--- config.mk ---
export PLATFORM = sky130hd
export DESIGN_NAME = pipe_hazard_ctrl
export DESIGN_NICKNAME = d
export VERILOG_FILES = /design/src/rtl/pipe_ctrl_pkg.sv /design/src/rtl/stall_priority_enc.sv /design/src/rtl/pipe_hazard_ctrl.sv
export SDC_FILE = /design/constraint.sdc
export NUM_CORES = 1
export LEC_CHECK = 0
export ABC_AREA = 1
export BUFFER_PORTS_ARGS = -buffer_cell sky130_fd_sc_hd__buf_2
export CAP_MARGIN = 20
export CORE_MARGIN = 2
export CORE_UTILIZATION = 39
export CTS_BUF_LIST = sky130_fd_sc_hd__clkbuf_4
export DETAILED_ROUTE_END_ITERATION = 16
export PLACE_DENSITY = 0.78
export SLEW_MARGIN = 0
export SYNTH_ARGS = -nofsm -noshare
export SYNTH_HDL_FRONTEND = slang
export SYNTH_HIERARCHICAL = 1
export SYNTH_SLANG_ARGS = --single-unit
--- constraint.sdc ---
create_clock -name clk -period 1.25 [get_ports clk]
set_input_delay 0.25 -clock clk [delete_from_list [all_inputs] [get_ports clk]]
set_output_delay 0.25 -clock clk [all_outputs]
set_load 0.02 [all_outputs]
--- src/rtl/pipe_ctrl_pkg.sv ---
// Shared definitions for the pipeline hazard controller.
//   Stage indices (IF..WB) used to address stall/flush vectors,
//   the scheduler state enum, exception code width and default
//   exception entry base.
package pipe_ctrl_pkg;

  localparam int unsigned ST_IF    = 0;
  localparam int unsigned ST_ID    = 1;
  localparam int unsigned ST_EX    = 2;
  localparam int unsigned ST_MEM   = 3;
  localparam int unsigned ST_WB    = 4;
  localparam int unsigned N_STAGES = 5;
  localparam int unsigned N_REQ    = 4;

  localparam int unsigned EXCP_CODE_W = 2;

  localparam logic [31:0] EXC_BASE_DEFAULT = 32'h0000_000c;

  typedef enum logic [1:0] {
    S_RUN,
    S_DRAIN,
    S_REDIR
  } pipe_state_e;

endpackage

--- src/rtl/stall_priority_enc.sv ---
// Stall priority encoder.
//   i_req   [3:0] : stall requests from IF, ID, EX, MEM
//   o_stall [4:0] : hold the input register of every stage up to and
//                   including the highest requesting stage
//   o_flush [4:0] : bubble into the stage just above the highest requester
module stall_priority_enc
  import pipe_ctrl_pkg::*;
(
  input  logic [N_REQ-1:0]    i_req,
  output logic [N_STAGES-1:0] o_stall,
  output logic [N_STAGES-1:0] o_flush
);

  // Ascending scan: the last (highest) requesting stage overwrites lower ones.
  always_comb begin
    o_stall = '0;
    o_flush = '0;
    for (int unsigned k = 0; k < N_REQ; k++) begin
      if (i_req[k]) begin
        o_stall = '0;
        o_flush = '0;
        for (int unsigned j = 0; j <= k; j++) begin
          o_stall[j] = 1'b1;
        end
        o_flush[k+1] = 1'b1;
      end
    end
  end

endmodule

--- src/rtl/pipe_hazard_ctrl.sv ---
// Central stall/flush/redirect scheduler for the 5-stage pipeline.
//   clk, rst_n          : clock, asynchronous active-low reset
//   stallreq_*_i        : per-stage stall requests (IF, ID, EX, MEM)
//   branch_taken_i/...  : EX redirect request and target
//   excp_*_i, ertn_i    : MEM-stage exception / exception return
//   mem_outstanding_i   : dcache transaction not yet acknowledged
//   stall_o, flush_o    : per-stage hold / bubble controls (bit 0 = IF)
//   redirect_valid_o/pc : PC mux load and target
//   epc_o, in_excp_o    : saved exception PC, handler-active flag
module pipe_hazard_ctrl
  import pipe_ctrl_pkg::*;
#(
  parameter int unsigned        ADDR_W         = 32,
  parameter logic [ADDR_W-1:0]  EXC_BASE       = ADDR_W'(EXC_BASE_DEFAULT),
  parameter int unsigned        REFILL_BUBBLES = 1
) (
  input  logic                   clk,
  input  logic                   rst_n,
  input  logic                   stallreq_if_i,
  input  logic                   stallreq_id_i,
  input  logic                   stallreq_ex_i,
  input  logic                   stallreq_mem_i,
  input  logic                   branch_taken_i,
  input  logic [ADDR_W-1:0]      branch_target_i,
  input  logic                   excp_valid_i,
  input  logic [EXCP_CODE_W-1:0] excp_code_i,
  input  logic [ADDR_W-1:0]      excp_pc_i,
  input  logic                   ertn_i,
  input  logic                   mem_outstanding_i,
  output logic [N_STAGES-1:0]    stall_o,
  output logic [N_STAGES-1:0]    flush_o,
  output logic                   redirect_valid_o,
  output logic [ADDR_W-1:0]      redirect_pc_o,
  output logic [ADDR_W-1:0]      epc_o,
  output logic                   in_excp_o
);

  pipe_state_e             r_state;
  pipe_state_e             w_state_nxt;
  logic [1:0]              r_bubble;
  logic [ADDR_W-1:0]       r_epc;
  logic [EXCP_CODE_W-1:0]  r_code;
  logic                    r_in_excp;

  logic [N_STAGES-1:0]     w_enc_stall;
  logic [N_STAGES-1:0]     w_enc_flush;
  logic                    w_excp_take;
  logic                    w_ertn_take;
  logic                    w_br_take;

  stall_priority_enc u_enc (
    .i_req   ({stallreq_mem_i, stallreq_ex_i, stallreq_id_i, stallreq_if_i}),
    .o_stall (w_enc_stall),
    .o_flush (w_enc_flush)
  );

  // Event decode in RUN; exception > ertn > branch. Exception/ertn wait
  // out a MEM stall, a branch also waits out an EX stall.
  always_comb begin
    w_excp_take = (r_state == S_RUN) && excp_valid_i && !stallreq_mem_i;
    w_ertn_take = (r_state == S_RUN) && ertn_i && !excp_valid_i && !stallreq_mem_i;
    w_br_take   = (r_state == S_RUN) && branch_taken_i && !excp_valid_i && !ertn_i
                  && !stallreq_mem_i && !stallreq_ex_i;
  end

  // State register
  always_ff @(posedge clk or negedge rst_n) begin
    if (!rst_n) r_state <= S_RUN;
    else        r_state <= w_state_nxt;
  end

  // Next-state logic
  always_comb begin
    w_state_nxt = r_state;
    unique case (r_state)
      S_RUN:   if (w_excp_take) w_state_nxt = mem_outstanding_i ? S_DRAIN : S_REDIR;
      S_DRAIN: if (!mem_outstanding_i) w_state_nxt = S_REDIR;
      S_REDIR: w_state_nxt = S_RUN;
      default: w_state_nxt = S_RUN;
    endcase
  end

  // Output logic
  always_comb begin
    stall_o          = '0;
    flush_o          = '0;
    redirect_valid_o = 1'b0;
    redirect_pc_o    = '0;
    unique case (r_state)
      S_RUN: begin
        if (w_excp_take) begin
          flush_o[ST_WB:ST_ID] = '1;
        end else if (w_ertn_take) begin
          redirect_valid_o      = 1'b1;
          redirect_pc_o         = r_epc;
          flush_o[ST_MEM:ST_ID] = '1;
        end else if (w_br_take) begin
          redirect_valid_o     = 1'b1;
          redirect_pc_o        = branch_target_i;
          flush_o[ST_EX:ST_ID] = '1;
        end else begin
          stall_o = w_enc_stall;
          flush_o = w_enc_flush;
        end
        if (r_bubble != 2'd0) flush_o[ST_ID] = 1'b1;
      end
      S_DRAIN: stall_o = '1;
      S_REDIR: begin
        redirect_valid_o = 1'b1;
        redirect_pc_o    = EXC_BASE + ADDR_W'({r_code, 2'b00});
        flush_o[ST_ID]   = 1'b1;
      end
      default: ;
    endcase
  end

  // Exception context and refill bubble counter
  always_ff @(posedge clk or negedge rst_n) begin
    if (!rst_n) begin
      r_bubble  <= 2'd0;
      r_epc     <= '0;
      r_code    <= '0;
      r_in_excp <= 1'b0;
    end else begin
      if (w_excp_take) begin
        r_code <= excp_code_i;
        // A nested exception keeps the outer handler's return PC.
        if (!r_in_excp) r_epc <= excp_pc_i;
      end
      if (r_state == S_REDIR) r_in_excp <= 1'b1;
      else if (w_ertn_take)   r_in_excp <= 1'b0;

      if (w_br_take || w_ertn_take || r_state == S_REDIR)
        r_bubble <= 2'(REFILL_BUBBLES);
      else if (r_bubble != 2'd0)
        r_bubble <= r_bubble - 2'd1;
    end
  end

  assign epc_o     = r_epc;
  assign in_excp_o = r_in_excp;

endmodule

After elaboration in Yosys (flattened, before gate mapping)

Cells that the tools add are included.

$add $sub $neg: 2
Equal/unequal tests: 4
Muxes and demuxes: 40
Bitwise gates (word level): 1
Reductions and logical operators: 22

Operator list:

| cell                                                                | count |
|---|---|
| 32-bit 2-to-1 mux                                                   | 3 |
| 32-bit case mux with 2 select lines                                 | 1 |
| 5-bit 2-to-1 mux                                                    | 4 |
| 2-bit 2-to-1 mux                                                    | 9 |
| 1-bit 2-to-1 mux                                                    | 12 |
| 3-bit 2-to-1 mux                                                    | 4 |
| 4-bit 2-to-1 mux                                                    | 3 |
| 1-bit logical AND                                                   | 10 |
| 5-bit case mux with 2 select lines                                  | 1 |
| 2-bit nonzero test                                                  | 3 |
| 4-bit by 4-bit adder with 5-bit output (first input constant)       | 1 |
| 1-bit logical NOT                                                   | 4 |
| 2-bit inequality test (second input constant)                       | 2 |
| 1-bit case mux with 2 select lines                                  | 2 |
| 2-bit case mux with 2 select lines                                  | 1 |
| 2-bit AND reduction                                                 | 2 |
| 2-bit by 1-bit == test with 1-bit output (second input constant)    | 1 |
| 2-bit == test (second input constant)                               | 1 |
| 2-bit logical NOT                                                   | 1 |
| 1-bit logical OR                                                    | 2 |
| 2-bit by 1-bit subtractor with 2-bit output (second input constant) | 1 |
| 1-bit NOT                                                           | 1 |

Flip-flop bits (word level): 39
Bits of input ports: 76
Output and inout port bits: 76
Logic and storage cells: 74

Depth between registers and ports, before layout

Gate-level depths: netlist of run 1.

Depth after elaboration: 11
Gate-level depth with buffers: 7
Mapped depth without buffers: 7

By module

Netlist of run 1, hierarchy kept.

Modules (own cells, without submodules):

| module             | times used | cells an instance | area an instance (um^2) | sequential area each (um^2) |
|---|---|---|---|---|
| pipe_hazard_ctrl   | 1          | 289               | 2208.4                  | 975.9 |
| stall_priority_enc | 1          | 15                | 77.6                    | 0.0 |

Worst setup path before layout of run 1

Ideal clock, no wire load.

Path kind: reg-to-output
Start: reg r_state[0]
End: out redirect_pc_o[15]
Arrival: 1.371 ns
Data required time: 1.000 ns
Path slack: -0.371 ns
Stages on the path, launching flop included: 5
Path buffers: 1
Cells stage by stage: dfrtp_1 > nor2_4 > nand3_1 > buf_2 > o21ai_0

Word-level cells in the longest chain between the ends: 10
Elaborated cells on any way between the ends: 16
Those cells by class: 1 x eq/ne; 4 x mux; 11 x reduce/logical

RTL lines:

| what                                    | RTL line               | RTL |
|---|---|---|
| from (decl)                             | pipe_hazard_ctrl.sv:38 | `pipe_state_e r_state;` |
| from (signal assigned)                  | pipe_hazard_ctrl.sv:69 | `else r_state <= w_state_nxt;` |
| 2-bit logical NOT                       | -                      |  |
| 1-bit logical AND (3 in a row)          | pipe_hazard_ctrl.sv:62 | `w_br_take = (r_state == S_RUN) && branch_taken_i && !excp_valid_i && !ertn_i` |
| 1-bit logical AND (2 in a row)          | pipe_hazard_ctrl.sv:63 | `&& !stallreq_mem_i && !stallreq_ex_i;` |
| 32-bit 2-to-1 mux                       | pipe_hazard_ctrl.sv:97 | `end else if (w_br_take) begin` |
| 32-bit 2-to-1 mux                       | pipe_hazard_ctrl.sv:93 | `end else if (w_ertn_take) begin` |
| 32-bit 2-to-1 mux                       | pipe_hazard_ctrl.sv:91 | `if (w_excp_take) begin` |
| 32-bit case mux with 2 select lines (*) | pipe_hazard_ctrl.sv:89 | `unique case (r_state)` |
| to (decl)                               | pipe_hazard_ctrl.sv:33 | `output logic [ADDR_W-1:0] redirect_pc_o,` |

Mark *: on every way between the ends. The rest lies on a longest branch, timed or not.

Final worst setup path of run 1

Start: reg r_state[0]
End: out redirect_pc_o[2]

The elaborated chain is that of the path after synthesis.

==> metrics, run 1 <==
run status=complete, but fails checks; violations in the final reports=negative setup slack; worst clock skew=11.7 ps; type of the worst min-delay path=primary input to flip-flop; Ant. Diodes=0; insertion delay of the later-clocked pin in the worst-skew pair=350 ps; Post-Synth Simple-Gate Area=25.3%; count of input and output buffers=150; number of cell rows=27; dominant combinational cell family by area after synthesis=simple AND/OR/NAND/NOR gates; per-instance average area after synthesis=7.52 um2; EDFF count, synth=0; number of violations of the max-capacitance limit=0; number of antenna-violating nets in the routed design=0; post-synthesis mux area share=0%; fraction of final layout cells sized beyond drive strength 1=59.8%; number of failing hold endpoints at the final stage=0; Netlist Area Pre-Place=2290 um2; xor-xnor portion of the synthesized cell area=0.383%; leakage power total=2.27 nW; core outline area=5570 um2; P per Cell Area=1470 nW/um2; total overflow reported by the global router=0; number of violations reported at the end of detailed-routing iteration 0=165; cell at the root of the clock tree=sky130_fd_sc_hd__clkbuf_4; Achievable Freq=493 MHz; unique cell type count in the Yosys netlist=25; Die X=80.6 um; fill cell instance count of the final layout=313; final routed DRC violation total=0; number of non-filler instances in the completed layout=574; Area growth, synth to finish=103%; global-route wire length before repair=14400 um; post-route setup slack=-780 ps; Clock Sink Count=39; placer's final routability congestion estimate=0.852; worst slack at placement=-358 ps; critical path data required time=1000 ps; largest driver fanout on the critical path=14; yosys warns=6; antenna violations before repair=0; Critical Path AT=1780 ps; area fraction in compound gates after synthesis=16.1%; type of element launching the critical path=flip-flop; Vias=3072; number of global-route vias before repair=2967; sequential share of the synthesized area=42.7%; TritonCTS clock tree=built; Bufs on Longest Clock Path=2; first-pass iteration count of the detailed router=5; Total Routing Usage GR=29.0%; final-report max-slew violation count=0; total instance count after detailed placement=536; area of the multi-input gates=1500 um2; RSZ-0062 raised after global routing=yes; die footprint=6490 um2; final wirelength=9850 um; level count of the clock H-tree=2; maximum ir drop on the vdd rail=1160 uV; area occupied by registers=977 um2; starting density of the core=41.0%; clock transition at the registers of the reported paths=120 ps; placed wire-length estimate=5840 um; CTS Buf Count=5; time the final worst path needs with I/O delays and setup=2030 ps; adder-cell area share of the yosys netlist=1.09%; async set-reset flop share out of synthesis=100%; cells after synthesis=304; critical path class=flip-flop to primary output; I/O pin count=152; average detailed-routed wire length per instance=17.2 um; post-synthesis sequential element count=39; type of destination of the critical path=primary output; Vert. Die Dim=80.6 um; total number of nets in the final design=579; dominant synthesized flop cell=sky130_fd_sc_hd__dfrtp_1; maximum number of pins on one net before global-route repair=40; Setup violations, final=80; ratio of final minimum period to clock period=162%; routed via count divided by cell count=5.35
[worst max-delay path: stages (launching register included)]
cell,delay [ps]
sky130_fd_sc_hd__dfrtp_1,450
sky130_fd_sc_hd__buf_6,140
sky130_fd_sc_hd__nor2_4,140
sky130_fd_sc_hd__nand3_4,140
sky130_fd_sc_hd__buf_12,200
sky130_fd_sc_hd__o211ai_1,180
sky130_fd_sc_hd__buf_4,170
[per-stage QoR]
stage / utilization (%) / setup TNS (ps) / hold WS [ps] / cell area, um2 / power [mW]
floorplan: - / -6860 / -45.6 / 2600 / 4.21
finish: 83.4 / -51780 / 75.1 / 4650 / 6.82
global route: 83.4 / -59200 / 49.6 / 4650 / 7.22
detailed placement: 64.5 / -15400 / 235 / 3590 / 5.48
global placement: 64.5 / -13190 / 231 / 3590 / 5.36
CTS: 80.6 / -50220 / 61.8 / 4490 / 6.63
[registers in the layout, indices dropped and copies added (netlist names)]
signal,flops
r_code,2
epc_o,32
r_bubble,2
in_excp_o,1
r_state,2
[power breakdown]
| group | switching (mW) | leakage (nW) | internal (mW) | total (mW) |
|---|---|---|---|---|
| Sequential | 0.351 | 0.475 | 1.82 | 2.17 |
| Combinational | 2.44 | 1.76 | 1.53 | 3.97 |
| Clock | 0.432 | 0.0317 | 0.239 | 0.671 |
| Total | 3.23 | 2.27 | 3.59 | 6.82 |
[routing by layer]
layer / track usage (%) / vias to the layer above / share of wire, %
met5: 0 / - / 0
met4: 9.83 / 0 / 4.0
met3: 6.85 / 49 / 7.8
met2: 51.9 / 181 / 51
met1: 33.7 / 1452 / 37
li1: - / 1390 / -
[path summary, 6_finish.rpt]
check                           slack [ps]  cells after the start          endpoint         startpoint
worst max-delay path                  -780                      6  redirect_pc_o[2]         r_state[0]
worst min-delay path                    80                      2        r_state[1]  mem_outstanding_i
worst max register to register        -730                     12         epc_o[16]         r_state[0]
worst min register to register         540                      2         r_code[1]          r_code[1]
max in group asynchronous              660                      3         in_excp_o              rst_n
min in group asynchronous              380                      3         epc_o[26]              rst_n
[synth_stat cells (2+ instances only)]
| cell type | count | share of area [%] |
|---|---|---|
| sky130_fd_sc_hd__a21oi_1 | 5 | 1.1 |
| sky130_fd_sc_hd__buf_2 | 8 | 1.8 |
| sky130_fd_sc_hd__buf_4 | 7 | 2.3 |
| sky130_fd_sc_hd__buf_6 | 4 | 2.0 |
| sky130_fd_sc_hd__clkbuf_1 | 2 | 0.33 |
| sky130_fd_sc_hd__dfrtp_1 | 39 | 43 |
| sky130_fd_sc_hd__ha_1 | 2 | 1.1 |
| sky130_fd_sc_hd__inv_1 | 47 | 7.7 |
| sky130_fd_sc_hd__nand2_1 | 52 | 8.5 |
| sky130_fd_sc_hd__nand2_2 | 3 | 0.82 |
| sky130_fd_sc_hd__nand3_1 | 38 | 8.3 |
| sky130_fd_sc_hd__nand4_1 | 7 | 1.9 |
| sky130_fd_sc_hd__nor2_1 | 13 | 2.1 |
| sky130_fd_sc_hd__nor2_2 | 3 | 0.82 |
| sky130_fd_sc_hd__nor2_4 | 2 | 0.99 |
| sky130_fd_sc_hd__o211ai_1 | 4 | 1.3 |
| sky130_fd_sc_hd__o21ai_0 | 38 | 8.3 |
| sky130_fd_sc_hd__o21ai_1 | 23 | 5.0 |
[placed cells by master (no fill, tap or decap), drive strengths merged]
| cell | n |
|---|---|
| nand3 | 39 |
| nand4 | 7 |
| o21ai | 61 |
| buf | 206 |
| dfrtp | 39 |
| a21oi | 5 |
| xor2 | 1 |
| inv | 48 |
| dlygate4sd3 | 1 |
| clkbuf | 7 |
| bufbuf | 2 |
| nor2 | 19 |
| clkinv | 1 |
| conb | 2 |
| ha | 2 |
| nand2 | 56 |
| a21boi | 1 |
| o211ai | 4 |
| clkinvlp | 1 |
[logic make-up (layout without fill, tap and decap cells)]
kind of cell    count (synthesis)  count (layout)
buf+inv                        69             266
xor+xnor                        1               1
compound gates                 71              71
flops                          39              39
simple gates                  121             121
fa+ha+maj                       2               2
other cells                     1               2
[timing repair]
action / CTS / global route
buffers inserted: 21 / 3
gates cloned: 9 / 1
hold buffers: 1 / 0
resized for setup: 102 / 41
pin swaps: 11 / 9
endpoints found under the hold margin: 39 / 0
endpoints found under the setup margin: 77 / 82
[layout make-up]
class                   count  share of cell area (%)
multi-input cells         197                    32.2
clock inverters             2                   0.269
clock buffers               6                   0.969
flip-flops and latches     39                    21.0
well taps                  72                    1.94
repair buffers            210                    39.7
inverters                  48                    3.88
Power figures use the tool's default switching activity.
==> run 2, diff against run 1 <==
--- a/config.mk
+++ b/config.mk
@@ -9,10 +9,10 @@
 export BUFFER_PORTS_ARGS = -buffer_cell sky130_fd_sc_hd__buf_2
 export CAP_MARGIN = 20
 export CORE_MARGIN = 2
-export CORE_UTILIZATION = 39
+export CORE_UTILIZATION = 45
 export CTS_BUF_LIST = sky130_fd_sc_hd__clkbuf_4
 export DETAILED_ROUTE_END_ITERATION = 16
-export PLACE_DENSITY = 0.78
+export PLACE_DENSITY = 0.85
 export SLEW_MARGIN = 0
 export SYNTH_ARGS = -nofsm -noshare
 export SYNTH_HDL_FRONTEND = slang
==> constraint.sdc (replaced) <==
create_clock -name clk -period 2.58 [get_ports clk]
set_input_delay 0.516 -clock clk [delete_from_list [all_inputs] [get_ports clk]]
set_output_delay 0.516 -clock clk [all_outputs]
set_load 0.02 [all_outputs]
==> run 2 against run 1 <==
The run now ends clean. Register-to-register slack improved by 1600 ps. Worst hold slack improved by 200 ps. Largest power group unchanged. Highest routed layer unchanged. Wire length decreased by 33%. Clock power decreased by 22%. Via count decreased by 18%. Cell count decreased by 10%. Sequential power decreased by 52%.
==> metrics, run 2 (synthesized netlist as in run 1, its figures left out) <==
first-pass iteration count of the detailed router=4; maximum number of pins on one net before global-route repair=63; number of non-filler instances in the completed layout=515; Vert. Die Dim=75.3 um; I/O pin count=152; placed wire-length estimate=5060 um; R2R Path Start=r_state[0]; total of cells resized after clock tree synthesis=0; GR Layer Usage met2=39.7%; number of cell rows=25; flop-to-flop setup slack=900 ps; cells along the critical path=inv_1 > nand2_2 > nor2_4 > buf_4 > nand2_2 > nand3_1 > nand2_1 > inv_1 > buf_2; worst hold slack=271 ps; Ant. Diodes=0; summed negative setup slack over all endpoints=0 ps; cell with the largest stage delay on the worst path=sky130_fd_sc_hd__dfrtp_1; Vias=2513; number of failing hold endpoints at the final stage=0; flip-flop count of the largest register, all copies and words added=32; grt met1 use=31.0%; Area growth, synth to finish=36.9%; Slew HR=42.4%; ratio of final minimum period to clock period=91.0%; time the final worst path needs with I/O delays and setup=2350 ps; number of antenna-violating nets in the routed design=0; placer's final routability congestion estimate=0.866; GR peak layer=met2; average detailed-routed wire length per instance=12.8 um; RSZ-0062 raised after global routing=no; fraction of final layout cells sized beyond drive strength 1=39.3%; CTS Buf Count=5; number of violations of the max-capacitance limit=0; final wirelength=6620 um; end of the worst register-to-register path=epc_o[31]; Die X=75.3 um; type of element launching the critical path=flip-flop; level count of the clock H-tree=2; maximum ir drop on the vdd rail=476 uV; Util after Layout=65.0%; Critical Path Max Stage Delay=430 ps; count of input and output buffers=150; Bufs on Longest Clock Path=2; antenna violations before repair=0; die footprint=5670 um2; buffers inserted during post-CTS setup optimization=0; Clock Sink Count=39; run status=complete, no violations; total overflow reported by the global router=0; final routed DRC violation total=0; starting density of the core=47.5%; Critical Path AT=1830 ps; type of the worst min-delay path=primary input to asynchronous set/reset pin; final-report max-slew violation count=0; slew at the pin closest to its max-slew limit=865 ps; clock transition at the registers of the reported paths=120 ps; global-route wire length before repair=10300 um; insertion delay of the later-clocked pin in the worst-skew pair=350 ps; TritonCTS clock tree=built; total instance count after detailed placement=507; number of global-route vias before repair=2277; met3 Track Usage GR=5.62%; total number of nets in the final design=525; Setup violations, final=0; cell at the root of the clock tree=sky130_fd_sc_hd__clkbuf_4; commonest cells after routing, fill and taps aside=150 x sky130_fd_sc_hd__buf_2, 52 x sky130_fd_sc_hd__nand2_1, 47 x sky130_fd_sc_hd__inv_1; Achievable Freq=426 MHz; Total Routing Usage GR=23.8%; routed via count divided by cell count=4.88; worst clock skew=7.12 ps; Post-CTS Hold Buffers=0; fill cell instance count of the final layout=435; core outline area=4820 um2; r2r worst-path depth=5; critical path data required time=2060 ps; critical path class=flip-flop to primary output; P per Cell Area=928 nW/um2; type of destination of the critical path=primary output; leakage power total=1.77 nW; number of violations reported at the end of detailed-routing iteration 0=118; largest driver fanout on the critical path=12; leading cell type in the layout, fill and taps excluded=sky130_fd_sc_hd__buf_2
==> run 2: cell types whose count changed in the layout (fill, tap and decap cells not counted), moves of 18 or more <==
cell | before | now
sky130_fd_sc_hd__buf_6 | 42 | 0
sky130_fd_sc_hd__buf_2 | 110 | 150
sky130_fd_sc_hd__o21ai_0 | 8 | 38
sky130_fd_sc_hd__buf_4 | 33 | 6
sky130_fd_sc_hd__nand3_1 | 16 | 38
sky130_fd_sc_hd__o21ai_4 | 22 | 0
sky130_fd_sc_hd__nand3_2 | 19 | 1
==> run 2: worst max path at each step <==
stage                         startpoint                end  slack (ps)  depth (start not counted)
after floorplan             excp_valid_i  redirect_pc_o[15]         660                          4
after global placement    stallreq_mem_i         flush_o[2]         450                         10
after detailed placement  stallreq_mem_i         flush_o[1]         390                         10
after CTS                     r_state[1]         flush_o[1]         210                          9
after global routing          r_state[1]         flush_o[1]         110                          9
final                         r_state[1]         flush_o[1]         230                          9
==> run 2: worst max-delay path: cells and delay by family (launching register included) <==
kind | cells | cell delay (ps)
AND/OR/NAND/NOR | 5 | 540
buffers and inverters | 4 | 520
flip-flops | 1 | 430
==> run 2: through the flow <==
stage	power [mW]	area [um2]	worst slack, ps
2_1_floorplan	1.89	2290	663
3_3_place_gp	2.36	3020	448
3_5_place_dp	2.40	3020	387
4_1_cts	2.92	3130	210
5_1_grt	3.10	3130	107
6_report	2.90	3130	231
==> run 2: power breakdown <==
group / leakage, nW / internal, mW / switching [mW]
logic: 1.24 / 0.449 / 0.891
registers: 0.476 / 0.882 / 0.158
clock network: 0.0559 / 0.313 / 0.211
total: 1.77 / 1.64 / 1.26
==> run 2: layout make-up <==
type | instances | area (um2) | share of cell area, %
multi-input combinational | 197 | 988 | 31.6
sequential | 39 | 976 | 31.2
timing repair buffer | 156 | 796 | 25.4
inverter | 48 | 180 | 5.76
tap | 67 | 83.8 | 2.68
clock inverter | 2 | 60.1 | 1.92
clock buffer | 6 | 45.0 | 1.44
==> run 2: layer usage <==
metal  vias up  wire length (um)
li1       1269                 -
met1      1117              2920
met2       114              3100
met3        13               482
met4         0               108
met5         -                 0
